[config.mk]
export PLATFORM = sky130hd
export DESIGN_NAME = uart_tx_arbiter_flat
export DESIGN_NICKNAME = d
export VERILOG_FILES = /design/src/rtl/uart_tx_arbiter_if.sv /design/src/rtl/uart_tx_arbiter.sv /design/src/flat_wrapper.sv
export SDC_FILE = /design/constraint.sdc
export NUM_CORES = 1
export LEC_CHECK = 0
export BUFFER_PORTS_ARGS = -buffer_cell sky130_fd_sc_hd__buf_2
export CAP_MARGIN = 10
export CORE_ASPECT_RATIO = 1.25
export CORE_MARGIN = 10
export CORE_UTILIZATION = 45
export DETAILED_ROUTE_END_ITERATION = 6
export PLACE_DENSITY = 0.83
export SYNTH_ARGS = -nofsm -noshare
export SYNTH_HDL_FRONTEND = slang
export SYNTH_SLANG_ARGS = --single-unit
export TNS_END_PERCENT = 1
[constraint.sdc]
create_clock -name clk_i -period 4.4 [get_ports clk_i]
set_input_delay 0.22 -clock clk_i [delete_from_list [all_inputs] [get_ports clk_i]]
set_output_delay 0.22 -clock clk_i [all_outputs]
set_load 0.005 [all_outputs]
[src/rtl/uart_tx_arbiter_if.sv]
// Requester-side byte streams and the FIFO write port shared by uart_tx_arbiter.
// master drives requests and FIFO status; slave is the arbiter.
`timescale 1ns/1ps
interface uart_tx_arbiter_if #(
    parameter int unsigned NumReq = 4
);
    localparam int unsigned IdW = (NumReq > 1) ? $clog2(NumReq) : 1;

    logic [NumReq-1:0]       req_valid;
    logic [NumReq-1:0][7:0]  req_data;
    logic [NumReq-1:0]       req_last;
    logic [NumReq-1:0]       req_ready;
    logic                    fifo_full;
    logic                    fifo_we;
    logic [7:0]              fifo_data;
    logic [IdW-1:0]          grant_id;
    logic                    busy;

    modport master (
        output req_valid, req_data, req_last, fifo_full,
        input  req_ready, fifo_we, fifo_data, grant_id, busy
    );

    modport slave (
        input  req_valid, req_data, req_last, fifo_full,
        output req_ready, fifo_we, fifo_data, grant_id, busy
    );
endinterface

[src/rtl/uart_tx_arbiter.sv]
// Packet-locked round-robin arbiter in front of the UART TX FIFO write port.
// A grant lasts until the requester's last byte or MaxBurst bytes, then rotates.
`timescale 1ns/1ps
module uart_tx_arbiter #(
    parameter int unsigned NumReq   = 4,
    parameter int unsigned MaxBurst = 16
) (
    input logic               clk_i,
    input logic               reset_i,
    uart_tx_arbiter_if.slave  bus
);
    localparam int unsigned IdW  = (NumReq > 1) ? $clog2(NumReq) : 1;
    localparam int unsigned CntW = (MaxBurst > 0) ? $clog2(MaxBurst + 1) : 1;
    localparam logic [CntW-1:0] BurstLast = CntW'((MaxBurst > 0) ? MaxBurst - 1 : 0);

    typedef enum logic {IDLE, GRANT} state_t;

    state_t          state_q, state_d;
    logic [IdW-1:0]  rr_ptr_q, rr_ptr_d;
    logic [IdW-1:0]  grant_q, grant_d;
    logic [CntW-1:0] burst_q, burst_d;

    logic            found;
    logic [IdW-1:0]  pick;
    logic [IdW-1:0]  cand;
    int unsigned     idx;
    logic            handshake;

    // First valid requester scanning upward from rr_ptr, wrapping.
    always_comb begin
        found = 1'b0;
        pick  = rr_ptr_q;
        idx   = 0;
        cand  = '0;
        for (int unsigned k = 0; k < NumReq; k++) begin
            idx  = (32'(rr_ptr_q) + k) % NumReq;
            cand = IdW'(idx);
            if (!found && bus.req_valid[cand]) begin
                found = 1'b1;
                pick  = cand;
            end
        end
    end

    always_comb begin
        state_d       = state_q;
        rr_ptr_d      = rr_ptr_q;
        grant_d       = grant_q;
        burst_d       = burst_q;
        handshake     = 1'b0;
        bus.req_ready = '0;
        bus.fifo_we   = 1'b0;
        bus.fifo_data = '0;
        unique case (state_q)
            IDLE: begin
                if (found) begin
                    grant_d = pick;
                    burst_d = '0;
                    state_d = GRANT;
                end
            end
            GRANT: begin
                bus.req_ready[grant_q] = !bus.fifo_full;
                handshake              = bus.req_valid[grant_q] && !bus.fifo_full;
                bus.fifo_we            = handshake;
                if (handshake) begin
                    bus.fifo_data = bus.req_data[grant_q];
                    burst_d       = burst_q + 1'b1;
                    if (bus.req_last[grant_q] || (MaxBurst != 0 && burst_q == BurstLast)) begin
                        state_d  = IDLE;
                        rr_ptr_d = (grant_q == IdW'(NumReq - 1)) ? '0 : grant_q + 1'b1;
                    end
                end
            end
            default: state_d = IDLE;
        endcase
    end

    always_ff @(posedge clk_i or posedge reset_i) begin
        if (reset_i) begin
            state_q  <= IDLE;
            rr_ptr_q <= '0;
            grant_q  <= '0;
            burst_q  <= '0;
        end else begin
            state_q  <= state_d;
            rr_ptr_q <= rr_ptr_d;
            grant_q  <= grant_d;
            burst_q  <= burst_d;
        end
    end

    assign bus.grant_id = grant_q;
    assign bus.busy     = (state_q == GRANT);
endmodule

[src/flat_wrapper.sv]
// flat-port wrapper written by rule: the top's interface ports become plain ports
module uart_tx_arbiter_flat 
#(
    parameter int unsigned NumReq   = 4,
    parameter int unsigned MaxBurst = 16
)
  (clk_i, reset_i, bus_req_valid, bus_req_data, bus_req_last, bus_fifo_full, bus_req_ready, bus_fifo_we, bus_fifo_data, bus_grant_id, bus_busy);
  uart_tx_arbiter_if #(.NumReq(NumReq)) bus_i ();
  input logic clk_i;
  input logic reset_i;
  input wire logic [$bits(bus_i.req_valid)-1:0] bus_req_valid;
  input wire logic [$bits(bus_i.req_data)-1:0] bus_req_data;
  input wire logic [$bits(bus_i.req_last)-1:0] bus_req_last;
  input wire logic [$bits(bus_i.fifo_full)-1:0] bus_fifo_full;
  output wire logic [$bits(bus_i.req_ready)-1:0] bus_req_ready;
  output wire logic [$bits(bus_i.fifo_we)-1:0] bus_fifo_we;
  output wire logic [$bits(bus_i.fifo_data)-1:0] bus_fifo_data;
  output wire logic [$bits(bus_i.grant_id)-1:0] bus_grant_id;
  output wire logic [$bits(bus_i.busy)-1:0] bus_busy;
  assign bus_i.req_valid = bus_req_valid;
  assign bus_i.req_data = bus_req_data;
  assign bus_i.req_last = bus_req_last;
  assign bus_i.fifo_full = bus_fifo_full;
  assign bus_req_ready = bus_i.req_ready;
  assign bus_fifo_we = bus_i.fifo_we;
  assign bus_fifo_data = bus_i.fifo_data;
  assign bus_grant_id = bus_i.grant_id;
  assign bus_busy = bus_i.busy;
  uart_tx_arbiter #(.NumReq(NumReq), .MaxBurst(MaxBurst)) u_core (.clk_i(clk_i), .reset_i(reset_i), .bus(bus_i));
endmodule
; ---- Yosys cells after proc, flatten, opt, wreduce, memory -nomap -nowiden
; Cells that the tools add are included.
[word_totals]
ff_bits = 10
latch_bits = 0
mem_bits_rw = 0
romBits = 0
input_bits = 43
output_inout_bits = 16
wordCells = 69
n_memories = 0
[classes]
add_sub_neg = 5
n_mul = 0
div_mod_pow = 0
n_lt_le_gt_ge = 6
eq_ne = 4
shift = 0
n_mux = 35
n_bitwise = 2
reduce_logical = 13
[op_table]
columns = op, count
row1 = $mux 8, 3
row2 = $bmux 8 s2, 1
row3 = $lt 2x3->1 const B, 5
row4 = $mux 1, 15
row5 = $bmux 1 s2, 6
row6 = $mux 5, 2
row7 = $pmux 5 s2, 1
row8 = $mux 2, 4
row9 = $add 5x1->5 const B, 1
row10 = $eq 5x4->1 const B, 1
row11 = $logic_and 1x1->1, 5
row12 = $add 2x1->2 const B, 2
row13 = $add 2x2->2 const B, 2
row14 = $and 4x4->4, 1
row15 = $logic_not 1->1, 4
row16 = $mux 4, 1
row17 = $reduce_and 2->1, 2
row18 = $reduce_and 3->1, 1
row19 = $demux 1 s2, 1
row20 = $eq 2x2->1 const B, 1
row21 = $ge 2x1->1 const B, 1
row22 = $ne 2x1->1 const B, 1
row23 = $ne 2x2->1 const B, 1
row24 = $pmux 1 s2, 1
row25 = 2 further kinds, 2

; ---- Longest topological paths before layout
[logic_depth]
word_depth = 14
depth_mapped = 6
mapped_depth_nobuf = 6

; ---- Worst setup path after synthesis
; OpenSTA, ideal clock, no wires.
[synth_timing]
kind = reg2reg
start = reg u_core.burst_q[0]
end = reg u_core.rr_ptr_q[1]
setup_time_ns = 0.128
arrival_time_ns = 1.880
t_required_ns = 4.272
slack_ns = 2.393
stages_incl_launch_ff = 7
path_buffers = 0
synth_period_minus_slack_ns = 2.007
cell_sequence = dfrtp_1 ha_1 and3_1 ha_1 a2111oi_1 a311o_1 mux2_1
[synth_between]
elab_chain_cells = 3
[synth_lines]
columns = element, line
row1 = from (decl), uart_tx_arbiter.sv:21  ; logic [CntW-1:0] burst_q, burst_d;
row2 = from (signal assigned), uart_tx_arbiter.sv:89  ; burst_q <= burst_d;
row3 = $eq 5x4->1, uart_tx_arbiter.sv:69  ; if (bus.req_last[grant_q] || (MaxBurst != 0 && burst_q == BurstLast)) begin
row4 = $logic_or 1x1->1, uart_tx_arbiter.sv:69
row5 = $reduce_and 3->1 (no line), n/a
row6 = to (signal assigned), uart_tx_arbiter.sv:87  ; rr_ptr_q <= rr_ptr_d;
row7 = to (decl), uart_tx_arbiter.sv:19  ; logic [IdW-1:0] rr_ptr_q, rr_ptr_d;
; No other way between the ends.
; A chain may end at the register's enable or synchronous reset.

; ---- Worst setup path after layout
[layout_timing]
start = reg u_core.grant_q[1] (netlist: u_core.bus.grant_id[1])
end = out bus_fifo_data[5]
[layout_between]
elab_chain_cells = 5
word_cells_on_any_way = 7
classes_between = mux (6) / reduce/logical (1)
[layout_lines]
columns = element, line
row1 = from (decl), uart_tx_arbiter.sv:20  ; logic [IdW-1:0] grant_q, grant_d;
row2 = from (signal assigned), uart_tx_arbiter.sv:88  ; grant_q <= grant_d;
row3 = $bmux 1 s2, uart_tx_arbiter.sv:64  ; handshake = bus.req_valid[grant_q] && !bus.fifo_full;
row4 = $mux 1 (not written as such), uart_tx_arbiter.sv:64
row5 = $logic_and 1x1->1, uart_tx_arbiter.sv:64
row6 = $mux 8 (*), uart_tx_arbiter.sv:66  ; if (handshake) begin
row7 = $mux 8 (*), uart_tx_arbiter.sv:54  ; unique case (state_q)
row8 = to (decl), flat_wrapper.sv:17  ; output wire logic [$bits(bus_i.fifo_data)-1:0] bus_fifo_data;
; Mark *: on every way between the ends. The rest lies on a longest branch, timed or not. The select of a mux whose other input is x is not followed.

==> results.txt <==
The count of fill cells added during filler insertion came out at 163. The total of max-cap violations is 0. The worst setup path is captured at a primary output. The total CTS buffers came out at 3. In the synthesized netlist, the number of instances is ~100.

The transition at the pin with the smallest max-transition slack is 848.4 ps. The worst pin sits at a relative slew slack of 43.39%. The arrival time of the worst setup path is 2340 ps. The buffer levels on the longest clock path is 2.

In this run, the number of DRC markers left after iteration 0 of detailed routing was 24. The number of clock sinks seen by CTS is 10. The async set-reset flop share out of synthesis came out at 100.0%. Dividing the detail-routed via count by the number of cells gives 5.595. The required arrival time at the worst endpoint came out at 4180 ps. The worst setup margin came out at 1837 ps. For the final database, setup skew stands at 1.892 ps. The count of synthesis-stage warnings from yosys is 0.

The total track usage is 11.65%. The fraction of the yosys area taken by sequential cells is 25.61%. Counting every net in the synthesized netlist gives 147. The cell class contributing the biggest share of worst-path delay is flip-flops. The number of port buffers came out at 58. The first TritonRoute pass finished after 4 iterations.

The largest single stage delay on the critical path is 780 ps. Cells with a size suffix above 1 make up between 40% and 50% of the layout. The tree is rooted in a sky130_fd_sc_hd__clkbuf_4. The floorplan has 18 rows. The total buffers and inverters traversed by the critical path came out at 1.

The worst hold path belongs to the class input pin to flip-flop. The max-slew violation count is 0. The number of nets in the final layout is 204. The floorplan step defined a die boundary enclosing 4447 um^2. From bottom edge to top edge, the die measures around 72 um. The largest individual stage delay along the critical path comes from the cell sky130_fd_sc_hd__dfrtp_1. In the post-synthesis netlist, the biggest area contributors are sky130_fd_sc_hd__dfrtp_1 (26%), sky130_fd_sc_hd__mux4_2 (18%), sky130_fd_sc_hd__ha_1 (7.7%).

The share of the synthesized area in the top cell type came out at 25.61%. The total setup violations reported at the end of the flow is 0. The final wirelength came out at between 2000 and 3000 um. TritonCTS built the clock tree.

The HPWL after detailed placement is approximately 2500 um. The number of nets still failing antenna checks after routing came out at 0. The total count of hold-check failures in the final report came out at 0. The count of flip-flops with a built-in enable after synthesis is 0. Setup repair after global routing left no endpoint under its margin.

The worst setup path is launched from a flip-flop. In this run the standard cell core region covers 2027 um^2. From left edge to right edge, the die measures 61.68 um. The area growth from synthesis to layout is 31.37%.

The run finished with clean final reports. The final antenna diode count came out at 0. The first-pass GRT wire length is around 4100 um. The maximum level of the CTS H-tree came out at 1. Of all nets on the critical path, the largest fanout is 22. The type of the worst setup path is flip-flop to primary output. The power per unit of standard cell area is 444.2 nW/um^2. The most area-hungry cell type in the Yosys netlist is sky130_fd_sc_hd__dfrtp_1. Counting distinct cell types in the post-synthesis netlist gives 35. The post-synthesis area per instance came out at 9.971 um^2. Walking the worst path, the cells encountered are mux2_4, a2bb2oi_2, nor2b_1, buf_2.

The top-level I/O count came out at 59. The maximum frequency from static timing analysis is 0.3901 GHz. The number of vias in the routed layout is 968. The clock slew seen by the registers of the worst setup and hold paths is 60 ps. The remaining design rule violation count is 0. The time the worst path needs with I/O delays and setup came out at 2563 ps.

The clock latency of the later-clocked register in the worst-skew pair came out at between 200 and 300 ps. The cell with the most instances after synthesis is sky130_fd_sc_hd__nor2b_1. Before CTS, the worst setup slack after placement is between 1500 and 2000 ps. The final cell utilization of the core is 63.33%. The post-synthesis register bit count is 10. The congestion estimate from routability-driven global placement came to 0.8314. In the final routed layout, each cell accounts on average for 16.82 um. The share of the clock period used by the worst path came out at 58.26%. The via count of the first global-routing pass came to 876. The leakage power summed over all cells is 0.6527 nW. The maximum vdd ir drop is 231.2 uV. The starting utilization of the core area came out at between 40 and 50%. The pin count of the biggest net entering global routing came out at 23.

By count the netlist is led by sky130_fd_sc_hd__nor2b_1 (11), sky130_fd_sc_hd__dfrtp_1 (10), sky130_fd_sc_hd__inv_1 (8), sky130_fd_sc_hd__mux4_2 (8), sky130_fd_sc_hd__ha_1 (6). Among all flip-flop cells after synthesis, the most frequent one is sky130_fd_sc_hd__dfrtp_1. The initial antenna violation count came out at 0. The total congestion overflow after global routing came out at 0. The synthesized area came out at 977.2 um^2. The post-route setup TNS came out at 0 ps.

The post-cts resize count is 0.
==> sequential cells by signal, indices dropped and copies added, names as in the netlist <==
register,cells
u_core.burst_q,5
u_core.bus.busy,1
u_core.bus.grant_id,2
u_core.rr_ptr_q,2
==> path summary, 6_finish.rpt <==
path                                        startpoint                      to  slack, ps  cells past startpoint
worst max-delay path            u_core.bus.grant_id[1]        bus_fifo_data[5]       1840                      4
worst min-delay path                  bus_req_valid[3]  u_core.bus.grant_id[0]        320                      3
worst max register to register  u_core.bus.grant_id[1]      u_core.rr_ptr_q[1]       1900                      4
worst min register to register      u_core.rr_ptr_q[0]      u_core.rr_ptr_q[0]        510                      1
max in group asynchronous                      reset_i         u_core.bus.busy       3670                      3
min in group asynchronous                      reset_i  u_core.bus.grant_id[1]        470                      3
==> kinds of logic after synthesis <==
kind of cell / share of synthesized area (%)
multiplexers: 23.17
AND/OR/NAND/NOR: 24.46
flip-flops: 25.61
XOR/XNOR: 0.8965
buffers and inverters: 7.298
AO/OA/AOI/OAI: 10.88
adder cells (fa/ha/maj): 7.682
==> placed cells by master, fill, tap and decap left out, types with 3 or more instances in the layout <==
cell type / Yosys / routed
sky130_fd_sc_hd__nand3_1: 5 / 5
sky130_fd_sc_hd__buf_2: 3 / 58
sky130_fd_sc_hd__ha_1: 6 / 6
sky130_fd_sc_hd__and2_1: 4 / 4
sky130_fd_sc_hd__o21ai_0: 4 / 4
sky130_fd_sc_hd__dfrtp_1: 10 / 10
sky130_fd_sc_hd__clkbuf_4: 0 / 3
sky130_fd_sc_hd__inv_1: 8 / 8
sky130_fd_sc_hd__nor3b_1: 3 / 3
sky130_fd_sc_hd__nor2_1: 5 / 5
sky130_fd_sc_hd__mux4_2: 8 / 8
sky130_fd_sc_hd__nor2b_1: 11 / 11
==> per-stage QoR <==
| stage | instance area [um^2] | power [mW] | hold WS (ps) | std cells |
|---|---|---|---|---|
| after global placement | 1251 | 0.4995 | 203.9 | 169 |
| after detailed placement | 1251 | 0.5133 | 208.2 | 169 |
| after floorplan | 977.2 | 0.4227 | 60.18 | 98 |
| after global routing | 1284 | 0.6242 | 314.2 | 173 |
| after CTS | 1284 | 0.5751 | 315.1 | 173 |
| final | 1284 | 0.5703 | 319.0 | 173 |
==> cell type report <==
| class | count | area (um^2) | share of cell area (%) |
|---|---|---|---|
| inverters | 8 | 30.03 | 2.339 |
| clock buffers | 3 | 22.52 | 1.754 |
| repair buffers | 59 | 300.3 | 23.39 |
| well taps | 20 | 25.02 | 1.949 |
| flip-flops and latches | 10 | 250.2 | 19.49 |
| multi-input cells | 73 | 655.6 | 51.07 |
==> routing by layer <==
layer / up-vias / share of wire, % / GRT usage [%]
li1: 463 / - / -
met1: 433 / 37 / 11.61
met2: 67 / 44 / 20.57
met3: 5 / 18 / 5.749
met4: 0 / 0.86 / 2.985
met5: - / 0 / 0
==> power by group <==
part	leakage [nW]	switching, mW	internal, mW
logic	0.513	0.128	0.183
clock network	0.0138	0.0287	0.0315
registers	0.126	0.0741	0.125
total	0.653	0.231	0.340
==> worst min-delay path, delay by kind of cell <==
| family | cells | cell delay, ps |
|---|---|---|
| buf+inv | 1 | 130 |
| simple gates | 1 | 90 |
| compound gates | 1 | 90 |
==> what timing repair did <==
| item | CTS | global route |
|---|---|---|
| hold buffers | 1 | 0 |
| hold endpoints to repair | 10 | 0 |
| setup buffers | 0 | 0 |
| endpoints found under the setup margin | 0 | 0 |
No activity file was read; power rests on OpenSTA's default activity.
